## src/rtl/mem_access_ctrl.sv

```systemverilog
// MEM-stage data-memory access controller: turns a load/store into a fixed-latency
// memory transaction, stalls the pipeline for its duration and formats load results.
module mem_access_ctrl #(
    parameter int unsigned LATENCY = 8,
    parameter int unsigned ADDR_W  = 12
) (
    input  logic              CLK,
    input  logic              RST,
    input  logic              req_ld,
    input  logic              req_st,
    input  logic [2:0]        funct3,
    input  logic [31:0]       addr,
    input  logic [31:0]       wdata,
    output logic              stall,
    output logic [31:0]       ld_data,
    output logic              ld_valid,
    output logic              misalign,
    output logic              mem_cs,
    output logic              mem_we,
    output logic [3:0]        mem_be,
    output logic [ADDR_W-1:0] mem_addr,
    output logic [31:0]       mem_wdata,
    input  logic [31:0]       mem_rdata
);

    localparam int unsigned CNT_W = $clog2(LATENCY + 1);

    typedef enum logic [1:0] {IDLE, BUSY, DONE} state_e;
    typedef enum logic [1:0] {SZ_B, SZ_H, SZ_W} size_e;

    // Undefined encodings fall through to word size.
    function automatic size_e size_of(input logic [2:0] f3);
        case (f3)
            3'b000, 3'b100: return SZ_B;
            3'b001, 3'b101: return SZ_H;
            default:        return SZ_W;
        endcase
    endfunction

    state_e             state_q, state_d;
    logic [CNT_W-1:0]   cnt_q, cnt_d;
    logic [ADDR_W-1:0]  waddr_q, waddr_d;
    logic [1:0]         off_q, off_d;
    logic [2:0]         f3_q, f3_d;
    logic               st_q, st_d;
    logic [31:0]        wdata_q, wdata_d;
    logic [3:0]         be_q, be_d;
    logic [31:0]        ld_data_q, ld_data_d;

    logic               req;
    size_e              req_size;
    logic               aligned;
    logic               last;
    logic [3:0]         req_be;
    logic [31:0]        req_wdata;
    logic [7:0]         rd_byte;
    logic [15:0]        rd_half;
    logic [31:0]        rd_fmt;
    logic               unused_addr;

    assign unused_addr = ^addr[31:ADDR_W+2];

    // A request seen while reset is held must not raise stall or misalign.
    assign req      = (req_ld | req_st) & ~RST;
    assign req_size = size_of(funct3);
    assign last     = (cnt_q == CNT_W'(1));

    always_comb begin
        aligned   = 1'b1;
        req_be    = 4'hF;
        req_wdata = wdata;
        case (req_size)
            SZ_B: begin
                req_be    = 4'b0001 << addr[1:0];
                req_wdata = {4{wdata[7:0]}};
            end
            SZ_H: begin
                aligned   = ~addr[0];
                req_be    = 4'b0011 << {addr[1], 1'b0};
                req_wdata = {2{wdata[15:0]}};
            end
            default: aligned = (addr[1:0] == 2'b00);
        endcase
        if (!req_st) begin
            req_be = 4'hF;
        end
    end

    always_comb begin
        rd_byte = mem_rdata[{off_q, 3'b000} +: 8];
        rd_half = off_q[1] ? mem_rdata[31:16] : mem_rdata[15:0];
        case (size_of(f3_q))
            SZ_B:    rd_fmt = {{24{~f3_q[2] & rd_byte[7]}}, rd_byte};
            SZ_H:    rd_fmt = {{16{~f3_q[2] & rd_half[15]}}, rd_half};
            default: rd_fmt = mem_rdata;
        endcase
    end

    // NOTE: every output and next-state value gets a default first so no path can infer a latch.
    always_comb begin
        state_d   = state_q;
        cnt_d     = cnt_q;
        waddr_d   = waddr_q;
        off_d     = off_q;
        f3_d      = f3_q;
        st_d      = st_q;
        wdata_d   = wdata_q;
        be_d      = be_q;
        ld_data_d = ld_data_q;
        stall     = 1'b0;
        misalign  = 1'b0;
        mem_cs    = 1'b0;
        mem_we    = 1'b0;
        ld_valid  = 1'b0;

        case (state_q)
            IDLE: begin
                if (req) begin
                    if (!aligned) begin
                        misalign = 1'b1;
                    end else begin
                        stall   = 1'b1;
                        waddr_d = addr[ADDR_W+1:2];
                        off_d   = addr[1:0];
                        f3_d    = funct3;
                        st_d    = req_st;
                        wdata_d = req_wdata;
                        be_d    = req_be;
                        cnt_d   = CNT_W'(LATENCY - 1);
                        state_d = BUSY;
                    end
                end
            end
            BUSY: begin
                stall  = 1'b1;
                mem_cs = 1'b1;
                mem_we = st_q & last;
                cnt_d  = cnt_q - CNT_W'(1);
                if (last) begin
                    state_d = DONE;
                    if (!st_q) begin
                        ld_data_d = rd_fmt;
                    end
                end
            end
            DONE: begin
                ld_valid = ~st_q;
                state_d  = IDLE;
            end
            default: state_d = IDLE;
        endcase
    end

    // NOTE: state registers use non-blocking assignments so every flop samples pre-edge values.
    always_ff @(posedge CLK or posedge RST) begin
        if (RST) begin
            state_q   <= IDLE;
            cnt_q     <= '0;
            waddr_q   <= '0;
            off_q     <= '0;
            f3_q      <= '0;
            st_q      <= 1'b0;
            wdata_q   <= '0;
            be_q      <= '0;
            ld_data_q <= '0;
        end else begin
            state_q   <= state_d;
            cnt_q     <= cnt_d;
            waddr_q   <= waddr_d;
            off_q     <= off_d;
            f3_q      <= f3_d;
            st_q      <= st_d;
            wdata_q   <= wdata_d;
            be_q      <= be_d;
            ld_data_q <= ld_data_d;
        end
    end

    assign mem_be    = (state_q == BUSY) ? be_q : 4'h0;
    assign mem_addr  = waddr_q;
    assign mem_wdata = wdata_q;
    assign ld_data   = ld_data_q;

endmodule

```

## config.mk

```make
export PLATFORM = sky130hd
export DESIGN_NAME = mem_access_ctrl
export DESIGN_NICKNAME = d
export VERILOG_FILES = /design/src/rtl/mem_access_ctrl.sv
export SDC_FILE = /design/constraint.sdc
export NUM_CORES = 1
export LEC_CHECK = 0
export CORE_MARGIN = 3
export CORE_UTILIZATION = 53
export CTS_CLUSTER_SIZE = 28
export DETAILED_ROUTE_END_ITERATION = 10
export DONT_BUFFER_PORTS = 1
export PLACE_DENSITY = 0.7
export SLEW_MARGIN = 20
export SYNTH_ARGS = -nofsm -noshare
export SYNTH_HDL_FRONTEND = slang
export SYNTH_SLANG_ARGS = --single-unit
export TNS_END_PERCENT = 100
```

## constraint.sdc

```tcl
create_clock -name CLK -period 5.13 [get_ports CLK]
set_clock_uncertainty 0.1 [all_clocks]
set_input_delay 1.026 -clock CLK [delete_from_list [all_inputs] [get_ports CLK]]
set_output_delay 1.026 -clock CLK [all_outputs]
set_load 0.005 [all_outputs]
```

==> qor.csv <==
metric;value;unit
hpwl;7337;um
drive_gt1_frac;0.1584;
slowest_delay;430;ps
avgRoutedWirePerCell;18.85;um
clock_latency;350;ps
rsz0062_at_grt;no;
cts_resized;0;
period_share;0.5597;
grt_max_degree;77;
drv_slew;0;
report.final.setup_viol;0;
first_global_vias;3296;
nNetsFinal;542;
crit_family;compound AO/OA/AOI/OAI gates;
die_area;9739;um^2
gr-total-overflow;0;
drt_iter0_drc;144;
peakVddDrop;0.0002474;V
clockBufferDepth;2;
fin_total_pwr;2779;uW
yosysTopAreaCellShare;0.5056;
finalSetupTns;0;ps
htreeDepth;3;
synth_edf_count;0;
max_freq;348.3;MHz
synth.distinct_cells;43;
hold_path_class;register to register;
ys_top_cells_by_area;dfrtp_1, mux2_2, mux2i_1, nand2_1, o21ai_0;
cts_tree;built;
syn_area;4553;um^2
ios;188;
synth_top_cells_by_count;dfrtp_1, nand2_1, o21ai_0;
cp.arrival;1750;ps
cts_made_buffers;9;
path_clk_slew;90;ps
final_area;4858;um^2
r2r_cells;8;
ys_ff_latch;92;
wirelength;10310;um
n_fill_cell;680;
hp-start;be_q[2];
syn_avg_cell_area;10.10;um^2
worst_slew_pin_slew;973.9;ps
cp_max_fo;5;
synth_area_leader_cell;dfrtp_1;
criticalPathCategory;primary input to output port;
antennaDiodeCount;0;
instances_no_fill;547;
drc;0;
hold_viol_final;0;
max_slew_margin;0.3483;
die_w;98.69;um
track_usage;0.2125;
dr.pass1.iters;4;
yosys_warnings;0;
yosysMostFrequentCell;dfrtp_1;
vias;3246;
syn2layout_area_growth;6.705;%
io_buffers;0;
synth_flop_cell;dfrtp_1;
rrSetupSlack;2850;ps
dpl-instance-area;4602;um^2
cts_post_setup_buffers_inserted;0;
p_leak;0.002237;uW
cts_hold_buf;0;
drv_cap;0;
dp_cells;530;
crit_path_start_kind;primary input;
antenna_left;0;
required;4000;ps
antenna_found_initial;0;
routabilityCongestion;0.8309;
rows;33;
status;finished clean;
period_needed;2871;ps
reg2reg_from;cnt_q[1];
viasPerCell;5.934;
fin_util;0.5854;
cp-end-kind;output port;
power_density;572.0;nW/um^2
root_buffer;clkbuf_8;
start_util;0.5486;
async_reset_ff_frac;1.000;
clock_sinks;92;
critPathBufInv;0;
worstReg2RegEnd;ld_data[24];
holdPathEnd;be_q[2];
die_y;98.69;um
syn-instance-count;451;
grt_pass1_wl;16730;um
critical_path.cell_chain;or2_2 -> o41ai_4;
holdPathStages;2;
syn_nets;556;
slowest_stage;o41ai_4;
ys_seq_area_frac;0.5056;
core;8299;um^2
-- worst reg2reg max path, stage by stage (launching register included) --
cell	delay (ps)
dfrtp_1	400
inv_1	80
ha_1	130
or3b_4	400
nor3_2	170
buf_4	280
o211ai_1	290
clkbuf_4	290
nand3_1	80
-- cell families after synthesis --
kind of cell             Yosys count  share of synthesized area
AND/OR/NAND/NOR                  156                     0.1638
AO/OA/AOI/OAI                     96                     0.1407
flip-flops                        92                     0.5056
adder cells (fa/ha/maj)            2                   0.005495
buffers and inverters             46                    0.04314
multiplexers                      59                     0.1412
-- power by group --
group | internal (uW) | switching, uW | total [uW] | leakage, uW
Clock | 340 | 259 | 599 | 0.000124
Combinational | 350 | 417 | 768 | 0.00101
Sequential | 1090 | 325 | 1410 | 0.00111
Total | 1780 | 1000 | 2780 | 0.00224
-- cell type report --
cell class	instances	area (um^2)	area share
inverters	15	58.81	0.01210
repair buffers	6	45.04	0.009271
flip-flops and latches	92	2302	0.4739
clock inverters	5	107.6	0.02215
clock buffers	11	141.4	0.02910
well taps	105	131.4	0.02704
multi-input cells	313	2072	0.4265
-- flip-flops by register name, indices dropped and copies added (netlist names) --
name,flops
ld_data,32
mem_wdata,32
mem_addr,12
be_q,4
cnt_q,4
f3_q,3
off_q,2
state_q,2
st_q,1
-- how the worst max path moves through the flow --
stage / from / endpoint / slack (ps) / depth (start not counted)
after floorplan: RST / be_q[0] / 1610 / 1
after global placement: mem_rdata[31] / ld_data[16] / 2260 / 3
after detailed placement: mem_rdata[31] / ld_data[28] / 2190 / 3
after CTS: RST / stall / 2250 / 2
after global routing: cnt_q[1] / mem_we / 2210 / 5
final: RST / stall / 2260 / 2
-- routing by layer --
layer  up-vias  GRT usage  routed length (um)
met3        14    0.08917                1001
met5         -          0                   0
li1       1549          -                   -
met1      1560     0.2682                4302
met2       123     0.3333                4851
met4         0    0.06828                 157
-- metrics by stage --
stage,hold slack [ps],worst slack (ps)
2_1_floorplan,341.8,1612
3_3_place_gp,361.7,2260
3_5_place_dp,371.0,2194
4_1_cts,392.1,2252
5_1_grt,434.7,2207
6_report,391.6,2259
-- layout by cell type, fill, tap and decap left out, types with 8 or more instances in the layout --
cell and count:
or3_1 11, mux2i_1 26, inv_1 13, dfrtp_1 92, o21ai_0 44, a21oi_1 19
nand2_1 63, mux2_2 32, a21o_1 8, nor2_1 17, nand3_1 39, clkbuf_8 10
Power figures use the tool's default switching activity.
